## src/rtl/instr_fetch.sv

```systemverilog
// instr_fetch: fetches 1..3-word instructions from program memory and hands them to the decoder.
// Optional FETCH_ILLEGAL_TRAP_EN: flag unencodable opcodes and stall until a redirect arrives.
module instr_fetch (
  input  logic        clk,
  input  logic        rst_n,
  input  logic [15:0] pc_in,
  input  logic        pc_load,
  output logic [15:0] mem_addr,
  output logic        mem_rd,
  input  logic [15:0] mem_rdata,
  input  logic        mem_ack,
  output logic [15:0] ir_out,
  output logic [15:0] ext1,
  output logic [15:0] ext2,
  output logic [1:0]  ir_len,
  output logic        ir_valid,
  input  logic        ir_ready
`ifdef FETCH_ILLEGAL_TRAP_EN
  ,
  output logic        illegal
`endif
);

`ifdef FETCH_ILLEGAL_TRAP_EN
  localparam bit TRAP_EN = 1'b1;
`else
  localparam bit TRAP_EN = 1'b0;
`endif

  typedef enum logic [2:0] {IDLE, OP, EXT1, EXT2, HOLD} state_t;

  state_t      state;
  logic [15:0] fptr;
  logic        trap;
  logic [1:0]  op_len;
  logic        op_bad;

  // R2/R3 constant generators and register/indirect modes need no extension word
  function automatic logic src_ext(input logic [1:0] as_mode, input logic [3:0] reg_num);
    return ((as_mode == 2'b01) && (reg_num != 4'd3)) ||
           ((as_mode == 2'b11) && (reg_num == 4'd0));
  endfunction

  always_comb begin
    op_len = 2'd1;
    op_bad = 1'b0;
    if (mem_rdata[15:14] != 2'b00) begin
      op_len = 2'd1 + {1'b0, src_ext(mem_rdata[5:4], mem_rdata[11:8])} + {1'b0, mem_rdata[7]};
    end else if (mem_rdata[15:12] == 4'h1) begin
      if (mem_rdata[9:7] == 3'b111) begin
        op_bad = 1'b1;
      end else begin
        op_len = 2'd1 + {1'b0, src_ext(mem_rdata[5:4], mem_rdata[3:0])};
      end
    end else if (mem_rdata[15:12] == 4'h0) begin
      op_bad = 1'b1;
    end
  end

  assign mem_addr = fptr;

`ifdef FETCH_ILLEGAL_TRAP_EN
  assign illegal = trap;
`endif

  always_ff @(posedge clk or negedge rst_n) begin
    if (!rst_n) begin
      state    <= IDLE;
      fptr     <= 16'h0000;
      mem_rd   <= 1'b0;
      ir_valid <= 1'b0;
      ir_out   <= 16'h0000;
      ext1     <= 16'h0000;
      ext2     <= 16'h0000;
      ir_len   <= 2'd1;
      trap     <= 1'b0;
    end else if (state == IDLE) begin
      fptr   <= pc_in & 16'hFFFE;
      mem_rd <= 1'b1;
      state  <= OP;
    end else if (pc_load) begin
      // a redirect wins over any ack or handshake in the same cycle
      fptr     <= pc_in & 16'hFFFE;
      mem_rd   <= 1'b1;
      ir_valid <= 1'b0;
      trap     <= 1'b0;
      state    <= OP;
    end else begin
      case (state)
        OP: if (mem_ack) begin
          ir_out <= mem_rdata;
          ext1   <= 16'h0000;
          ext2   <= 16'h0000;
          fptr   <= fptr + 16'd2;
          ir_len <= op_len;
          trap   <= TRAP_EN && op_bad;
          if (op_len == 2'd1) begin
            mem_rd   <= 1'b0;
            ir_valid <= 1'b1;
            state    <= HOLD;
          end else begin
            state <= EXT1;
          end
        end
        EXT1: if (mem_ack) begin
          ext1 <= mem_rdata;
          fptr <= fptr + 16'd2;
          if (ir_len == 2'd2) begin
            mem_rd   <= 1'b0;
            ir_valid <= 1'b1;
            state    <= HOLD;
          end else begin
            state <= EXT2;
          end
        end
        EXT2: if (mem_ack) begin
          ext2     <= mem_rdata;
          fptr     <= fptr + 16'd2;
          mem_rd   <= 1'b0;
          ir_valid <= 1'b1;
          state    <= HOLD;
        end
        HOLD: if (ir_valid && ir_ready) begin
          // a trapped opcode parks here with ir_valid low until redirected
          ir_valid <= 1'b0;
          if (!trap) begin
            mem_rd <= 1'b1;
            state  <= OP;
          end
        end
        default: state <= IDLE;
      endcase
    end
  end

endmodule

```

## config.mk

```make
export PLATFORM = sky130hd
export DESIGN_NAME = instr_fetch
export DESIGN_NICKNAME = d
export VERILOG_FILES = /design/src/rtl/instr_fetch.sv
export SDC_FILE = /design/constraint.sdc
export NUM_CORES = 1
export LEC_CHECK = 0
export BUFFER_PORTS_ARGS = -buffer_cell sky130_fd_sc_hd__buf_2
export CELL_PAD_IN_SITES_DETAIL_PLACEMENT = 1
export CELL_PAD_IN_SITES_GLOBAL_PLACEMENT = 1
export CORE_MARGIN = 3
export CORE_UTILIZATION = 41
export DETAILED_ROUTE_END_ITERATION = 6
export GPL_TIMING_DRIVEN = 0
export PLACE_DENSITY_LB_ADDON = 0.05
export RECOVER_POWER = 50
export SETUP_SLACK_MARGIN = 0.02
export SLEW_MARGIN = 20
export SYNTH_ARGS = -nofsm -noshare
export SYNTH_HDL_FRONTEND = slang
export SYNTH_SLANG_ARGS = --single-unit
```

## constraint.sdc

```tcl
create_clock -name clk -period 2.8 [get_ports clk]
set_input_delay 0.84 -clock clk [delete_from_list [all_inputs] [get_ports clk]]
set_output_delay 0.84 -clock clk [all_outputs]
set_load 0.05 [all_outputs]
```

==> results.cfg, run 1 <==
[synthesis]
netlist_area_um2 = 3237
synth_seq_cells = 70
synth_edf_count = 0
ys_async_sr_fraction_pct = 100.0
synth.distinct_cells = 47
syn_area_per_cell_um2 = 10.21
yosysSeqAreaShare_pct = 54.16
yosysWarnings = 0
syn_nets = 356
synth_cells = 317
synthFlopType = dfrtp_1

[placed_design]
gp_routability_congestion = 0.8119
hpwl_um = 6927
dp_cells = 519
port_buffers = 102

[cells_and_area]
drive_above_1_share_pct = 30.96
antenna_cells = 0
area_delta_synth_final_pct = 26.71
finish.utilization_pct = 55.07
final_cell_mix = 88 x buf_2, 69 x dfrtp_1, 50 x nand2_1
final_cell_count_no_fill = 535
mostFrequentLayoutCell = buf_2
nNetsFinal = 470
fillers = 890

[timing]
max_freq_mhz = 383.8
setup_violations = 0
rsz0062_at_grt = false
relSlewSlack_pct = -8.795
hold_violations = 0
fin_crit_ns = 2.606
slew_viol_final = 33
fin_crit_sh_pct = 93.06
finalClockSkew_ns = 0.008049
tightest_slew_ns = 1.632

[global_route]
grt-ovfl-total = 0
track_usage_pct = 21.97
antenna_found_initial = 0
grt_max_degree = 40
grt_pass1_vias = 3034
grt_pass1_wl_um = 15310

[detailed_routing]
drt-total-wl_um = 9591
num_vias = 2995
dr.first_iter.drc_count = 112
drc = 0
wl_met3_um = 439
final_antenna_net_count = 0
vias_per_cell = 5.598
wl_met2_um = 4628
maxUsedRoutingLayer = met4
first_pass_iters = 4
wl_per_cell_um = 17.93
wl_met1_um = 4439

[worst_setup_path]
slowest_stage = nor4_1
path_class = in2reg
crit_chain = buf_2 > or3_1 > a21oi_1 > o21ai_0 > ha_1 > inv_1 > a2111oi_2 > nor4_1 > nand2_1 > a21o_1
end_kind = flip-flop
start_kind = primary input
crit_required_ns = 3.04
critPathMaxStageDelay_ns = 0.49
cp_max_fo = 5
worstPathArrival_ns = 2.84

[die]
dieArea_um2 = 8997
core.rowCount = 31
core_region_area_um2 = 7447
pin_count = 105
initial_core_util_pct = 43.46
die_h_um = 94.85
die_x_um = 94.85

[run_status]
violations = max-capacitance violations, max-slew violations
status = finished with violations

[clock_tree]
htreeDepth = 3
cts_inserted_buffers = 9
clock-sinks = 70
clk_latency_ns = 0.34
cts_root_buf = clkbuf_8
cts_tree = built
clk_pin_slew_worst_paths_ns = 0.08
clk_path_buf_depth = 2
holdBufCountCts = 0

[power]
p_leak_nw = 1.909
irDropWorstVdd_uv = 665.6
power_mw = 5.852
p_per_area_nw_per_um2 = 1427

[job]
maxCapViolCount = 1

[min_path]
hp-class = reg2reg
-- power by group --
group          leakage, nW  total (mW)  internal [mW]  switching [mW]
logic                0.906        3.08          0.759            2.32
clock network        0.126        1.01          0.615           0.396
registers            0.877        1.77           1.44           0.324
total                 1.91        5.85           2.82            3.04
-- repair_timing --
action,CTS,global route
setup endpoints to repair,0,4
buffers inserted,0,0
gates resized for setup,0,2
-- metal layers --
metal,up-vias,track usage [%]
met2,84,35.58
met3,6,5.259
met1,1521,30.18
met4,0,4.327
met5,-,0
li1,1384,-
-- area by class of cell --
class | count | area (um^2) | area share, %
Buffer | 19 | 106.4 | 2.593
Clock inverter | 6 | 108.9 | 2.654
Tap cell | 99 | 123.9 | 3.020
Inverter | 4 | 15.01 | 0.3661
Multi-Input combinational cell | 224 | 1361 | 33.19
Timing Repair Buffer | 103 | 495.5 | 12.08
Sequential cell | 70 | 1753 | 42.74
Clock buffer | 10 | 137.6 | 3.356
-- sequential cells by signal, indices dropped and copies added (netlist names) --
register / count
ext1: 16
mem_addr: 15
ir_out: 16
ext2: 16
ir_valid: 1
ir_len: 2
mem_rd: 1
state: 3
-- logic make-up after synthesis --
logic type / count (synthesis) / synth area share [%]
other cells: 1 / 0.1159
simple gates: 104 / 15.62
mux: 16 / 5.566
buf+inv: 23 / 3.788
flops: 70 / 54.16
fa+ha+maj: 2 / 0.7730
compound gates: 101 / 19.98
-- worst paths after layout --
| check | cells past startpoint | slack, ns | to | from |
|---|---|---|---|---|
| worst min-delay path | 1 | 0.48 | mem_rd | mem_rd |
| min in group asynchronous | 1 | 0.91 | mem_addr[4] | rst_n |
| worst max-delay path | 10 | 0.19 | mem_rd | mem_rdata[11] |
| worst min register to register | 1 | 0.48 | mem_rd | mem_rd |
| max in group asynchronous | 2 | 0.45 | ext1[15] | rst_n |
| worst max register to register | 7 | 0.51 | ir_out[9] | state[2] |
-- through the flow --
| stage | area (um^2) | setup slack, ns | hold slack, ns | TNS (ns) |
|---|---|---|---|---|
| finish | 4101 | 0.1943 | 0.4784 | 0 |
| global route | 4101 | 0.04931 | 0.5214 | 0 |
| CTS | 4140 | 0.02969 | 0.4336 | 0 |
| detailed placement | 3894 | -0.3239 | 0.4657 | -1.150 |
| global placement | 3871 | -0.2517 | 0.4576 | -0.8653 |
| floorplan | 3237 | 0.09091 | 0.5444 | 0 |
-- worst max-delay path, delay by kind of cell --
family	cells	cell delay, ns
AO/OA/AOI/OAI	4	0.53
adder cells (fa/ha/maj)	1	0.28
buffers and inverters	2	0.22
AND/OR/NAND/NOR	3	0.98
-- cells in the mapped netlist (all sizes together), types with 2 or more instances --
master / count / share of area, %
dfrtp: 69 / 53
or3: 3 / 0.58
a22o: 16 / 4.3
nor3: 2 / 0.31
o2bb2a: 3 / 0.93
o21ai: 29 / 4.5
a31oi: 2 / 0.39
buf: 11 / 2.4
nand4: 4 / 0.77
clkbuf: 8 / 0.93
o22ai: 8 / 1.5
mux2: 16 / 5.6
or2: 2 / 0.39
nor2: 17 / 2.2
inv: 4 / 0.46
a21oi: 26 / 4.0
a21o: 2 / 0.46
nand3: 13 / 2.0
ha: 2 / 0.77
o31ai: 2 / 0.46
o211ai: 2 / 0.46
and3: 3 / 0.58
nor3b: 2 / 0.81
o32ai: 3 / 0.81
nand2: 50 / 5.8
Note: power is estimated with default switching activity, not from simulation.
==> inputs of run 2 (changes only) <==
Settings changed: CORE_UTILIZATION 41 to 42, CTS_BUF_LIST set to sky130_fd_sc_hd__clkbuf_2 sky130_fd_sc_hd__clkbuf_4 sky130_fd_sc_hd__clkbuf_8, GPL_TIMING_DRIVEN 0 to 1.
==> run 2 against run 1 <==
  * The run still ends with max-capacitance violations, max-slew violations left
  * Die area shrank 2.2%
  * Total power shrank 3.2%
  * Critical path type unchanged
  * Largest cell class unchanged
  * Sequential share of layout area grew 0.18 points
  * First-iteration DRC count grew 9.8%
  * Worst setup slack lost 0.015 ns
  * Routed wire length shrank 3.1%
  * Fmax shrank 0.56%
==> results.cfg, run 2 (synthesis gave the netlist of run 1 again) <==
[run_status]
status = finished with violations
violations = max-capacitance violations, max-slew violations

[global_route]
track_usage_pct = 22.17
antenna_found_initial = 0
grt_pass1_vias = 3042
grt_pass1_wl_um = 15340
grt-ovfl-total = 0
grt_max_degree = 71

[clock_tree]
htreeDepth = 3
cts_inserted_buffers = 9
clock-sinks = 70
clk_path_buf_depth = 2
cts_resized = 0
cts_root_buf = clkbuf_8
clk_latency_ns = 0.35
post_cts_buffers = 0
cts_tree = built
holdBufCountCts = 0
clk_pin_slew_worst_paths_ns = 0.08

[timing]
max_freq_mhz = 381.6
hold_violations = 0
setup_violations = 0
fin_crit_ns = 2.620
relSlewSlack_pct = -15.10
rsz0062_at_grt = false
fin_crit_sh_pct = 93.58
finalClockSkew_ns = 0.01221
tightest_slew_ns = 1.727
slew_viol_final = 71
tns_ns = 0
setup_ws_ns = 0.1797
hold_ws_ns = 0.4818

[cells_and_area]
mostFrequentLayoutCell = buf_2
final_cell_mix = 85 x buf_2, 69 x dfrtp_1, 50 x nand2_1
fillers = 879
drive_above_1_share_pct = 33.03
reg.largest.list = ext1 (16), ext2 (16), ir_out (16)
finish.utilization_pct = 55.42
area_delta_synth_final_pct = 26.17
design_area_um2 = 4084
nNetsFinal = 467
final_cell_count_no_fill = 532
multi_input_area_um2 = 1369
seq_area_um2 = 1753
antenna_cells = 0

[job]
maxCapViolCount = 1

[power]
p_per_area_nw_per_um2 = 1387
power_mw = 5.664
irDropWorstVdd_uv = 707.8
p_leak_nw = 1.905

[worst_setup_path]
r2r-end = ext2[6]
start_kind = primary input
r2r.worst_path.cells = 4
crit_required_ns = 3.06
r2r_start = state[2]
path_class = in2reg
end_kind = flip-flop
worstPathArrival_ns = 2.88
cp_max_fo = 2
rrSetupSlack_ns = 0.62

[placed_design]
placed_area_um2 = 3921
port_buffers = 102
hpwl_um = 6744
gp_routability_congestion = 0.8391
place_ws_ns = -0.2162
dp_cells = 516

[detailed_routing]
wl_per_cell_um = 17.46
drc = 0
vias_per_cell = 5.457
final_antenna_net_count = 0
num_vias = 2903
drt-total-wl_um = 9290
first_pass_iters = 4
dr.first_iter.drc_count = 123

[min_path]
hold_depth = 1
hold_path.startpoint = mem_rd
hold_path_end = mem_rd
hp-class = reg2reg

[die]
initial_core_util_pct = 43.92
core_region_area_um2 = 7370
pin_count = 105
core.rowCount = 31
dieArea_um2 = 8797
die_h_um = 93.79
die_x_um = 93.79
[run 2: cell types whose count changed in the layout (fill, tap and decap cells not counted), moves of 2 or more]
cell,before,now
buf_2,88,85
buf_4,4,14
buf_6,2,0
bufinv_16,3,1
clkbuf_1,27,17
clkinvlp_4,0,2
[run 2: cell type report]
class	instances	area share, %
sequential	70	42.92
multi-input combinational	224	33.52
timing repair buffer	119	15.35
clock buffer	9	3.033
tap	99	3.033
clock inverter	7	1.777
inverter	4	0.3676
[run 2: worst max-delay path, stage by stage]
cell and delay, ns:
buf_2 0.11, or3_1 0.36, a21oi_1 0.14, o21ai_0 0.12, ha_1 0.29, inv_1 0.04
a2111oi_1 0.38, buf_4 0.19, nor2_1 0.03, and3b_1 0.18, a211oi_1 0.19
[run 2: routing by layer]
layer  global-route usage, %  share of wire, %  vias up
met3                   5.689               4.7       11
li1                        -                 -     1368
met5                       0                 0        -
met4                   5.415              0.86        0
met2                   35.66                50       79
met1                   30.02                44     1445
[run 2: power by group]
group / switching [mW] / internal (mW) / leakage [nW]
Sequential: 0.360 / 1.44 / 0.877
Combinational: 2.27 / 0.775 / 0.932
Clock: 0.405 / 0.412 / 0.0956
Total: 3.04 / 2.63 / 1.90
[run 2: worst max-delay path by stage]
| stage | depth (start not counted) | startpoint | to |
|---|---|---|---|
| 2_1_floorplan | 9 | mem_rdata[11] | state[1] |
| 3_3_place_gp | 11 | mem_rdata[11] | state[1] |
| 3_5_place_dp | 11 | mem_rdata[11] | mem_rd |
| 4_1_cts | 11 | mem_rdata[11] | mem_rd |
| 5_1_grt | 11 | mem_rdata[11] | state[1] |
| 6_report | 11 | mem_rdata[11] | state[1] |
==> inputs of run 3 (changes only) <==
Settings changed: ABC_AREA set to 1, CORE_UTILIZATION 42 to 41.
==> run 3 against run 2 <==
  * The flow now finishes without violations
  * Synthesized cell count is 29% higher
  * Clock skew up 0.0021 ns
  * Design area grew 1.0%
  * Die area rose by 5.5%
  * Clock power is 2% higher
  * Total power is 3.1% higher
  * First-iteration DRC count grew 50%
  * Final cell count is 16% higher
  * Global-route usage rose by 0.12 points
  * Flip-flop and latch count unchanged
  * Critical path type unchanged
==> results.cfg, run 3 <==
[clock_tree]
cts_inserted_buffers = 9
cts_root_buf = clkbuf_8
holdBufCountCts = 0
clk_pin_slew_worst_paths_ns = 0.08
htreeDepth = 3
clock-sinks = 70
cts_resized = 0
clk_latency_ns = 0.35
clk_path_buf_depth = 2
cts_tree = built
post_cts_buffers = 0

[timing]
setup_violations = 0
slew_viol_final = 0
max_freq_mhz = 439.1
finalClockSkew_ns = 0.01435
hold_ws_ns = 0.4754
fin_crit_ns = 2.278
rsz0062_at_grt = false
tns_ns = 0
fin_crit_sh_pct = 81.34
setup_ws_ns = 0.5225
tightest_slew_ns = 1.314
relSlewSlack_pct = 12.37
hold_violations = 0

[synthesis]
synth_edf_count = 0
synth_cells = 410
synth_top_area_share_pct = 51.63
synth-compound-area-share_pct = 14.67
synthFlopType = dfrtp_1
syn_area_per_cell_um2 = 8.157
yosysWarnings = 0
synthSimpleGateAreaFrac_pct = 23.98
synthTopCellsByArea = dfrtp_1 52%, nand2_1 10%, o21ai_1 4.9%, nand3_1 4.8%, nor2_1 4.6%
yosysSeqAreaShare_pct = 52.41
syn_nets = 449
synth.distinct_cells = 29
synth_seq_cells = 70
yosys.area.top_type = dfrtp_1
synth_top_family_by_area = simple AND/OR/NAND/NOR gates
netlist_area_um2 = 3344
yosysMostFrequentCell = nand2_1
synth.area.mux_share_pct = 0
synthTopCellsByCount = 91 x nand2_1, 69 x dfrtp_1, 41 x nor2_1, 35 x inv_1, 33 x o21ai_1
synthXorXnorAreaFrac_pct = 0.7856
synth_adder_area_share_pct = 0.7482
ys_async_sr_fraction_pct = 100.0

[placed_design]
placed_area_um2 = 3943
place_ws_ns = 0.1720
hpwl_um = 7033
dp_cells = 603
port_buffers = 102
gp_routability_congestion = 0.7782

[global_route]
grt-ovfl-total = 0
antenna_found_initial = 0
grt_pass1_wl_um = 15900
grt_pass1_vias = 3181
track_usage_pct = 22.29
grt_max_degree = 53

[cells_and_area]
final_cell_count_no_fill = 619
area_delta_synth_final_pct = 23.34
antenna_cells = 0
mostFrequentLayoutCell = buf_2
final_cell_mix = 101 x buf_2, 91 x nand2_1, 69 x dfrtp_1
design_area_um2 = 4125
finish.utilization_pct = 52.84
fillers = 1022
nNetsFinal = 551
reg.largest.list = ext1 (16), ext2 (16), ir_out (16)
drive_above_1_share_pct = 25.92

[worst_setup_path]
r2r_start = state[2]
crit_end = ext2[5]
r2r-end = ext2[5]
cp_max_fo = 32
cp-startpoint = pc_load
r2r.worst_path.cells = 4
path_class = in2reg
worstPathArrival_ns = 2.55
rrSetupSlack_ns = 0.72
end_kind = flip-flop
crit_required_ns = 3.07
start_kind = primary input

[detailed_routing]
drt-total-wl_um = 9630
dr.first_iter.drc_count = 184
wl_per_cell_um = 15.56
num_vias = 3172
vias_per_cell = 5.124
final_antenna_net_count = 0
first_pass_iters = 5
drc = 0

[die]
die_x_um = 96.32
core_region_area_um2 = 7807
pin_count = 105
initial_core_util_pct = 42.84
die_h_um = 96.32
core.rowCount = 32
dieArea_um2 = 9277

[power]
p_per_area_nw_per_um2 = 1416
power_mw = 5.841
p_leak_nw = 2.136
irDropWorstVdd_uv = 676.8

[min_path]
hold_path.startpoint = mem_rd
hp-class = reg2reg

[job]
maxCapViolCount = 0

[run_status]
status = completed
==> run 3: worst min path at each step <==
stage                              to  slack (ns)  depth (start not counted)
after floorplan               ext1[0]        0.54                          0
after global placement         mem_rd        0.45                          2
final                          mem_rd        0.48                          2
after global routing           mem_rd        0.49                          2
after detailed placement       mem_rd        0.46                          2
after CTS                 mem_addr[7]        0.45                          1
==> run 3: where the power goes <==
part	internal (mW)	leakage, nW	total [mW]	switching (mW)
combinational	0.718	1.17	3.21	2.49
clock	0.414	0.0996	0.837	0.423
sequential	1.46	0.867	1.80	0.332
==> run 3: critical path, cell delays in order <==
cell and delay, ns:
buf_2 0.14, nor4_4 0.30, clkbuf_1 0.99, nor2_1 0.08, a21oi_1 0.17
==> run 3: final cells by class <==
| class | instances | area [um^2] | share of cell area, % |
|---|---|---|---|
| Sequential cell | 70 | 1753 | 42.49 |
| Multi-Input combinational cell | 284 | 1340 | 32.48 |
| Timing Repair Buffer | 108 | 560.5 | 13.59 |
| Inverter | 39 | 146.4 | 3.549 |
| Tap cell | 102 | 127.6 | 3.094 |
| Clock buffer | 9 | 123.9 | 3.003 |
| Clock inverter | 7 | 73.82 | 1.790 |
==> run 3: metal layers <==
metal,vias up,global-route usage [%],wire length [um]
li1,1553,-,-
met1,1535,32.09,4714
met2,72,33.76,4367
met3,12,3.675,395
met4,0,8.178,152
met5,-,0,0
==> run 3: cells by family (layout without fill, tap and decap cells) <==
kind of cell,after synthesis,after routing
AND/OR/NAND/NOR,185,185
AO/OA/AOI/OAI,93,93
flip-flops,70,70
buffers and inverters,56,163
XOR/XNOR,3,3
adder cells (fa/ha/maj),2,2
other,1,1
